$ cat config.mk
export PLATFORM = sky130hd
export DESIGN_NAME = axi_lite_reg_slave_flat
export DESIGN_NICKNAME = d
export VERILOG_FILES = /design/src/rtl/axi_lite_reg_slave_pkg.sv /design/src/rtl/axi_lite_reg_slave_if.sv /design/src/rtl/axi_lite_reg_slave.sv /design/src/flat_wrapper.sv
export SDC_FILE = /design/constraint.sdc
export NUM_CORES = 1
export LEC_CHECK = 0
export ABC_CLOCK_PERIOD_IN_PS = 3200
export CAP_MARGIN = 20
export CORE_ASPECT_RATIO = 0.7
export CORE_MARGIN = 5
export CORE_UTILIZATION = 45
export DETAILED_ROUTE_END_ITERATION = 10
export MAX_ROUTING_LAYER = met4
export PLACE_DENSITY = 0.73
export SLEW_MARGIN = 20
export SYNTH_ARGS = -nofsm -noshare
export SYNTH_HDL_FRONTEND = slang
export SYNTH_SLANG_ARGS = --single-unit
$ cat constraint.sdc
create_clock -name aclk -period 3.2 [get_ports aclk]
set_input_delay 0.64 -clock aclk [delete_from_list [all_inputs] [get_ports aclk]]
set_output_delay 0.64 -clock aclk [all_outputs]
set_load 0.01 [all_outputs]
$ cat src/rtl/axi_lite_reg_slave_pkg.sv
// Shared types and helpers for the AXI-Lite control register slave.
package axi_lite_reg_slave_pkg;

    typedef enum logic [1:0] {
        RESP_OKAY   = 2'b00,
        RESP_SLVERR = 2'b10
    } resp_t;

    typedef enum logic {
        WR_IDLE,
        WR_RESP
    } wr_state_t;

    typedef enum logic {
        RD_IDLE,
        RD_DATA
    } rd_state_t;

    // Replace the bytes of old_val selected by strb with the matching bytes of new_val.
    function automatic logic [31:0] wstrb_merge(input logic [31:0] old_val,
                                                input logic [31:0] new_val,
                                                input logic [3:0]  strb);
        logic [31:0] merged;
        merged = old_val;
        for (int i = 0; i < 4; i++) begin
            if (strb[i]) merged[8*i +: 8] = new_val[8*i +: 8];
        end
        return merged;
    endfunction

endpackage

$ cat src/rtl/axi_lite_reg_slave_if.sv
// AXI4-Lite bus bundle between the core-side master and the register slave.
interface axi_lite_reg_slave_if #(
    parameter int ADDR_W = 32
) ();
    logic [ADDR_W-1:0] awaddr;
    logic              awvalid;
    logic              awready;
    logic [31:0]       wdata;
    logic [3:0]        wstrb;
    logic              wvalid;
    logic              wready;
    logic [1:0]        bresp;
    logic              bvalid;
    logic              bready;
    logic [ADDR_W-1:0] araddr;
    logic              arvalid;
    logic              arready;
    logic [31:0]       rdata;
    logic [1:0]        rresp;
    logic              rvalid;
    logic              rready;

    modport master (
        output awaddr, awvalid, wdata, wstrb, wvalid, bready, araddr, arvalid, rready,
        input  awready, wready, bresp, bvalid, arready, rdata, rresp, rvalid
    );

    modport slave (
        input  awaddr, awvalid, wdata, wstrb, wvalid, bready, araddr, arvalid, rready,
        output awready, wready, bresp, bvalid, arready, rdata, rresp, rvalid
    );
endinterface

$ cat src/rtl/axi_lite_reg_slave.sv
// AXI4-Lite slave fronting a bank of 32-bit control registers plus one read-only
// status word in the top slot.
//
// state    | meaning
// ---------+------------------------------------------------------------
// WR_IDLE  | collecting AW and W (either order); commit once both present
// WR_RESP  | write committed, BVALID held until BREADY
// RD_IDLE  | ARREADY high, waiting for a read address
// RD_DATA  | RDATA/RRESP registered, RVALID held until RREADY
module axi_lite_reg_slave
    import axi_lite_reg_slave_pkg::*;
#(
    parameter int ADDR_W   = 32,
    parameter int NUM_REGS = 8,
    parameter int IDX_W    = $clog2(NUM_REGS)
) (
    input  logic                            aclk,
    input  logic                            areset_n,
    axi_lite_reg_slave_if.slave             bus,
    input  logic [31:0]                     i_status,
    output logic [32*(NUM_REGS-1)-1:0]      o_regs,
    output logic                            o_wr_pulse,
    output logic [IDX_W-1:0]                o_wr_idx
);

    localparam int STATUS_IDX = NUM_REGS - 1;

    // Out of range: any address bit above the index field set, or index past the bank.
    function automatic logic addr_bad(input logic [ADDR_W-1:0] addr);
        logic [IDX_W-1:0] idx;
        idx = addr[IDX_W+1:2];
        return (addr[ADDR_W-1:IDX_W+2] != '0) || (int'(idx) >= NUM_REGS);
    endfunction

    logic [31:0]       regs [NUM_REGS-1];

    wr_state_t         wr_state;
    logic              aw_held;
    logic              w_held;
    logic [ADDR_W-1:0] awaddr_q;
    logic [31:0]       wdata_q;
    logic [3:0]        wstrb_q;
    logic              bvalid_q;
    resp_t             bresp_q;

    rd_state_t         rd_state;
    logic              rvalid_q;
    resp_t             rresp_q;
    logic [31:0]       rdata_q;

    logic              aw_hs;
    logic              w_hs;
    logic              wr_go;
    logic [ADDR_W-1:0] wr_addr;
    logic [31:0]       wr_data;
    logic [3:0]        wr_strb;
    logic [IDX_W-1:0]  wr_idx;
    logic              wr_bad;
    logic [IDX_W-1:0]  ar_idx;
    logic              ar_bad;
    logic              unused_addr_lsbs;

    assign bus.awready = !aw_held && !bvalid_q;
    assign bus.wready  = !w_held && !bvalid_q;
    assign bus.bvalid  = bvalid_q;
    assign bus.bresp   = bresp_q;
    assign bus.arready = (rd_state == RD_IDLE);
    assign bus.rvalid  = rvalid_q;
    assign bus.rresp   = rresp_q;
    assign bus.rdata   = rdata_q;

    assign aw_hs = bus.awvalid && bus.awready;
    assign w_hs  = bus.wvalid && bus.wready;

    // A half that handshakes this cycle is used directly so commit needs no extra cycle.
    assign wr_addr = aw_held ? awaddr_q : bus.awaddr;
    assign wr_data = w_held  ? wdata_q  : bus.wdata;
    assign wr_strb = w_held  ? wstrb_q  : bus.wstrb;
    assign wr_go   = (wr_state == WR_IDLE) && (aw_held || aw_hs) && (w_held || w_hs);
    assign wr_idx  = wr_addr[IDX_W+1:2];
    assign wr_bad  = addr_bad(wr_addr) || (int'(wr_idx) == STATUS_IDX);

    assign ar_idx  = bus.araddr[IDX_W+1:2];
    assign ar_bad  = addr_bad(bus.araddr);

    assign unused_addr_lsbs = ^{wr_addr[1:0], bus.araddr[1:0]};

    for (genvar k = 0; k < NUM_REGS - 1; k++) begin : g_out
        assign o_regs[32*k +: 32] = regs[k];
    end

    // Write FSM: hold AW/W halves, commit byte-merged data, then hold B until accepted.
    always_ff @(posedge aclk or negedge areset_n) begin
        if (!areset_n) begin
            wr_state   <= WR_IDLE;
            aw_held    <= 1'b0;
            w_held     <= 1'b0;
            awaddr_q   <= '0;
            wdata_q    <= '0;
            wstrb_q    <= '0;
            bvalid_q   <= 1'b0;
            bresp_q    <= RESP_OKAY;
            o_wr_pulse <= 1'b0;
            o_wr_idx   <= '0;
            for (int k = 0; k < NUM_REGS - 1; k++) regs[k] <= '0;
        end else begin
            o_wr_pulse <= 1'b0;
            case (wr_state)
                WR_IDLE: begin
                    if (aw_hs) begin
                        aw_held  <= 1'b1;
                        awaddr_q <= bus.awaddr;
                    end
                    if (w_hs) begin
                        w_held  <= 1'b1;
                        wdata_q <= bus.wdata;
                        wstrb_q <= bus.wstrb;
                    end
                    if (wr_go) begin
                        aw_held  <= 1'b0;
                        w_held   <= 1'b0;
                        bvalid_q <= 1'b1;
                        wr_state <= WR_RESP;
                        if (wr_bad) begin
                            bresp_q <= RESP_SLVERR;
                        end else begin
                            bresp_q <= RESP_OKAY;
                            if (wr_strb != 4'b0000) begin
                                regs[wr_idx] <= wstrb_merge(regs[wr_idx], wr_data, wr_strb);
                                o_wr_pulse   <= 1'b1;
                                o_wr_idx     <= wr_idx;
                            end
                        end
                    end
                end
                WR_RESP: begin
                    if (bus.bready) begin
                        bvalid_q <= 1'b0;
                        wr_state <= WR_IDLE;
                    end
                end
                default: wr_state <= WR_IDLE;
            endcase
        end
    end

    // Read FSM: capture data (or status snapshot) on AR handshake, hold R until accepted.
    always_ff @(posedge aclk or negedge areset_n) begin
        if (!areset_n) begin
            rd_state <= RD_IDLE;
            rvalid_q <= 1'b0;
            rresp_q  <= RESP_OKAY;
            rdata_q  <= '0;
        end else begin
            case (rd_state)
                RD_IDLE: begin
                    if (bus.arvalid) begin
                        rvalid_q <= 1'b1;
                        rd_state <= RD_DATA;
                        if (ar_bad) begin
                            rresp_q <= RESP_SLVERR;
                            rdata_q <= '0;
                        end else if (int'(ar_idx) == STATUS_IDX) begin
                            rresp_q <= RESP_OKAY;
                            rdata_q <= i_status;
                        end else begin
                            rresp_q <= RESP_OKAY;
                            rdata_q <= regs[ar_idx];
                        end
                    end
                end
                RD_DATA: begin
                    if (bus.rready) begin
                        rvalid_q <= 1'b0;
                        rd_state <= RD_IDLE;
                    end
                end
                default: rd_state <= RD_IDLE;
            endcase
        end
    end

endmodule

$ cat src/flat_wrapper.sv
// flat-port wrapper written by rule: the top's interface ports become plain ports
module axi_lite_reg_slave_flat import axi_lite_reg_slave_pkg::*;
#(
    parameter int ADDR_W   = 32,
    parameter int NUM_REGS = 8,
    parameter int IDX_W    = $clog2(NUM_REGS)
)
  (aclk, areset_n, i_status, o_regs, o_wr_pulse, o_wr_idx, bus_awaddr, bus_awvalid, bus_wdata, bus_wstrb, bus_wvalid, bus_bready, bus_araddr, bus_arvalid, bus_rready, bus_awready, bus_wready, bus_bresp, bus_bvalid, bus_arready, bus_rdata, bus_rresp, bus_rvalid);
  axi_lite_reg_slave_if #(.ADDR_W(ADDR_W)) bus_i ();
  input  logic aclk;
  input  logic areset_n;
  input  logic [31:0] i_status;
  output logic [32*(NUM_REGS-1)-1:0] o_regs;
  output logic o_wr_pulse;
  output logic [IDX_W-1:0] o_wr_idx;
  input wire logic [$bits(bus_i.awaddr)-1:0] bus_awaddr;
  input wire logic [$bits(bus_i.awvalid)-1:0] bus_awvalid;
  input wire logic [$bits(bus_i.wdata)-1:0] bus_wdata;
  input wire logic [$bits(bus_i.wstrb)-1:0] bus_wstrb;
  input wire logic [$bits(bus_i.wvalid)-1:0] bus_wvalid;
  input wire logic [$bits(bus_i.bready)-1:0] bus_bready;
  input wire logic [$bits(bus_i.araddr)-1:0] bus_araddr;
  input wire logic [$bits(bus_i.arvalid)-1:0] bus_arvalid;
  input wire logic [$bits(bus_i.rready)-1:0] bus_rready;
  output wire logic [$bits(bus_i.awready)-1:0] bus_awready;
  output wire logic [$bits(bus_i.wready)-1:0] bus_wready;
  output wire logic [$bits(bus_i.bresp)-1:0] bus_bresp;
  output wire logic [$bits(bus_i.bvalid)-1:0] bus_bvalid;
  output wire logic [$bits(bus_i.arready)-1:0] bus_arready;
  output wire logic [$bits(bus_i.rdata)-1:0] bus_rdata;
  output wire logic [$bits(bus_i.rresp)-1:0] bus_rresp;
  output wire logic [$bits(bus_i.rvalid)-1:0] bus_rvalid;
  assign bus_i.awaddr = bus_awaddr;
  assign bus_i.awvalid = bus_awvalid;
  assign bus_i.wdata = bus_wdata;
  assign bus_i.wstrb = bus_wstrb;
  assign bus_i.wvalid = bus_wvalid;
  assign bus_i.bready = bus_bready;
  assign bus_i.araddr = bus_araddr;
  assign bus_i.arvalid = bus_arvalid;
  assign bus_i.rready = bus_rready;
  assign bus_awready = bus_i.awready;
  assign bus_wready = bus_i.wready;
  assign bus_bresp = bus_i.bresp;
  assign bus_bvalid = bus_i.bvalid;
  assign bus_arready = bus_i.arready;
  assign bus_rdata = bus_i.rdata;
  assign bus_rresp = bus_i.rresp;
  assign bus_rvalid = bus_i.rvalid;
  axi_lite_reg_slave #(.ADDR_W(ADDR_W), .NUM_REGS(NUM_REGS), .IDX_W(IDX_W)) u_core (.aclk(aclk), .areset_n(areset_n), .bus(bus_i), .i_status(i_status), .o_regs(o_regs), .o_wr_pulse(o_wr_pulse), .o_wr_idx(o_wr_idx));
endmodule
==> summary.md <==
| Metric | Value |
|---|---|
| Via count | `13,590` |
| CP max-delay cell | `nand3_1` |
| Status | `completed` |
| Number of CTS-inserted buffers | `36` |
| Design Power | `13,070 uW` |
| Kind of critical path | `reg -> reg` |
| Total die area | `42,730 um^2` |
| Clk buf depth | `3` |
| Worst path required time | `3.57 ns` |
| Vias per cell | `5.720` |
| Drc violations | `0` |
| Number of setup buffers added after CTS | `0` |
| FP Rows | `60` |
| Die span in x | `244.9 um` |
| Max Clock Skew | `0.01198 ns` |
| Fill cells | `3,016` |
| Critical path endpoint category | `register` |
| Vias in the first global route | `14,190` |
| Starting Density | `0.4541` |
| Power Density | `557.8 nW/um^2` |
| CP Cell Sequence | `buf_4 -> mux2i_2 -> nand3_1 -> a221oi_1 -> a211o_1 -> mux2i_1` |
| Highest net fanout along the worst path | `18` |
| Worst skew pair latency | `0.52 ns` |
| HPWL Detailed | `40,410 um` |
| Multi-input logic area | `7695 um^2` |
| GRT Resource Usage Total | `0.2710` |
| Number of H-tree levels | `2` |
| Post-synth EDFFs | `0` |
| Slew margin rel. | `0.4386` |
| Final Slew Violations | `0` |
| HP Class | `in -> async` |
| Routed WL | `57,800 um` |
| Post-synthesis average cell area | `12.11 um^2` |
| Final Util | `0.6123` |
| Primary FF master, synth | `dfrtp_1` |
| Largest net degree at the start of global routing | `97` |
| Netlist cell types | `40` |
| # setup viols final | `0` |
| Tightest Pin Transition | `0.8421 ns` |
| CTS Sinks | `334` |
| Worst-path clk slew | `0.06 ns` |
| Maximum achievable frequency | `0.3624 GHz` |
| Layout Nets | `1,985` |
| Cell count after synthesis | `1,436` |
| RSZ-0062 raised after global routing | `false` |
| Post-CTS sizing | `0` |
| WL/cell | `24.33 um` |
| Global-route wire length before repair | `87,880 um` |
| Routability cong. | `0.8492` |
| R2r setup slk | `0.44 ns` |
| Area growth syn-to-layout | `34.83%` |
| R2R depth | `6` |
| Ys async rst share | `1.000` |
| Minimum clock period | `2.759 ns` |
| Synth Warn # | `0` |
| Arrival time worst endpoint | `3.13 ns` |
| FF+latch count, synth | `334` |
| Critical path startpoint category | `register` |
| CTS Root Cell | `clkbuf_16` |
| Post-route ant nets | `0` |
| Buf/Inv on CP | `1` |
| WHS | `0.1537 ns` |
| Family with the most delay on the worst path | `compound AO/OA/AOI/OAI gates` |
| Static leakage | `0.01044 uW` |
| GR Overflow Total | `0` |
| Cell Area, Synth | `17,390 um^2` |
| RR Startpoint | `u_core.aw_held$_DFFE_PN0P_` |
| Port-buffer cells | `401` |
| Post-synthesis sequential area ratio | `0.4807` |
| Post-route clock period utilization | `0.8623` |
| CTS tree | `yes` |
| Cts hold-fix bufs | `0` |
| Max-Cap Viols | `0` |
| Worst-case vdd ir drop | `0.3549 mV` |
| DRT iter0 DRCs | `978` |
| Share of layout cells above drive strength 1 | `0.1448` |
| Sequential standard cell area | `8358 um^2` |
| Total core area | `38,290 um^2` |
| Number of I/O pins | `408` |
| Worst reg2reg endpoint | `u_core.o_regs[109]$_DFFE_PN0P_` |
| 1st-pass router iterations | `5` |
| Initial antenna violation count | `9` |
| Die height | `174.5 um` |
| Final hold viol count | `0` |
| CP max stage delay | `0.51 ns` |
synthesized netlist by cell type (7+ instances only):
master,count,share of area
buf_6,21,0.014
mux2i_1,323,0.19
a221oi_1,64,0.032
nand2b_1,7,0.0025
nor4_4,7,0.0086
dfrtp_1,334,0.48
a211o_1,33,0.017
buf_2,26,0.0075
mux4_2,64,0.083
clkbuf_1,26,0.0056
o21ai_0,36,0.010
nor4_1,14,0.0050
buf_1,11,0.0024
mux2_2,68,0.044
o22ai_1,33,0.012
nand2_1,82,0.018
nand3_1,11,0.0032
nor2_1,9,0.0019
inv_1,231,0.050
power breakdown:
| part | internal [uW] | switching [uW] | total [uW] | leakage [uW] |
|---|---|---|---|---|
| logic | 1670 | 2370 | 4040 | 0.00654 |
| registers | 4690 | 307 | 5000 | 0.00333 |
| clock network | 2330 | 1710 | 4040 | 0.000567 |
kinds of logic after synthesis:
kind of cell           Yosys count  synth area share
AND/OR/NAND/NOR                150           0.04700
buffers and inverters          319           0.08068
flip-flops                     334            0.4807
AO/OA/AOI/OAI                  175           0.07672
multiplexers                   457            0.3146
other                            1         0.0002157
metal layers:
metal  wire length (um)  GRT usage  vias to the layer above  share of wire
li1                   -          -                     5965              -
met1              25060     0.3684                     6973           0.43
met2              26680     0.4177                      561           0.46
met3               4743    0.06394                       91          0.082
met4               1320    0.06425                        0          0.023
met5                  0          -                        -              0
worst register-to-register path, stage by stage (launching register included):
cell      delay (ns)
dfrtp_1         0.45
buf_4           0.33
mux2i_2         0.42
nand3_1         0.51
a221oi_1        0.44
a211o_1         0.33
mux2i_1         0.14
layout by cell type, fill, tap and decap left out, types with 3 or more instances in the layout:
cell	n
buf_4	36
dfrtp_1	334
buf_12	24
a221oi_1	64
nor4_1	14
nor3_1	4
clkbuf_8	9
nand2_1	81
clkinv_2	9
a211o_1	33
nand3_1	11
o21ai_0	36
nand4_1	4
nand2b_1	7
inv_1	231
mux2i_1	321
nor2_1	9
nor4_4	7
clkdlybuf4s50_1	397
mux4_2	64
mux2_2	67
mux2_4	3
clkbuf_1	6
diode_2	9
o22ai_1	33
clkbuf_16	37
per-stage QoR:
step	setup slack [ns]	setup TNS, ns	area [um^2]	cells
2_1_floorplan	0.6710	0	17390	1437
3_3_place_gp	0.05758	0	22290	2304
3_5_place_dp	-0.004225	-0.004225	22290	2304
4_1_cts	0.5077	0	23420	2367
5_1_grt	0.3216	0	23440	2376
6_report	0.4407	0	23440	2376
final cells by class:
type / instances / area share
clock buffers: 52 / 0.04574
repair buffers: 459 / 0.2024
inverters: 231 / 0.03699
clock inverters: 11 / 0.002615
flip-flops and latches: 334 / 0.3566
well taps: 496 / 0.02647
multi-input cells: 784 / 0.3283
diodes: 9 / 0.0009608
flip-flops by register name, indices dropped and copies added (netlist names), 3 cells and up:
| signal | flops |
|---|---|
| u_core.o_regs | 224 |
| u_core.bus.rdata | 32 |
| u_core.o_wr_idx | 3 |
| u_core.awaddr_q | 30 |
| u_core.wstrb_q | 4 |
| u_core.wdata_q | 32 |
how the worst max path moves through the flow:
stage	to	slack (ns)	cells after the start	from
2_1_floorplan	u_core.o_regs[100]$_DFFE_PN0P_	0.67	6	bus_awaddr[24]
3_3_place_gp	u_core.o_regs[56]$_DFFE_PN0P_	0.06	8	bus_awaddr[9]
3_5_place_dp	u_core.o_regs[89]$_DFFE_PN0P_	-0.004	8	bus_awaddr[9]
4_1_cts	u_core.o_regs[109]$_DFFE_PN0P_	0.51	6	u_core.aw_held$_DFFE_PN0P_
5_1_grt	u_core.o_regs[173]$_DFFE_PN0P_	0.32	6	u_core.aw_held$_DFFE_PN0P_
6_report	u_core.o_regs[109]$_DFFE_PN0P_	0.44	6	u_core.aw_held$_DFFE_PN0P_
Note: power is estimated with default switching activity, not from simulation.
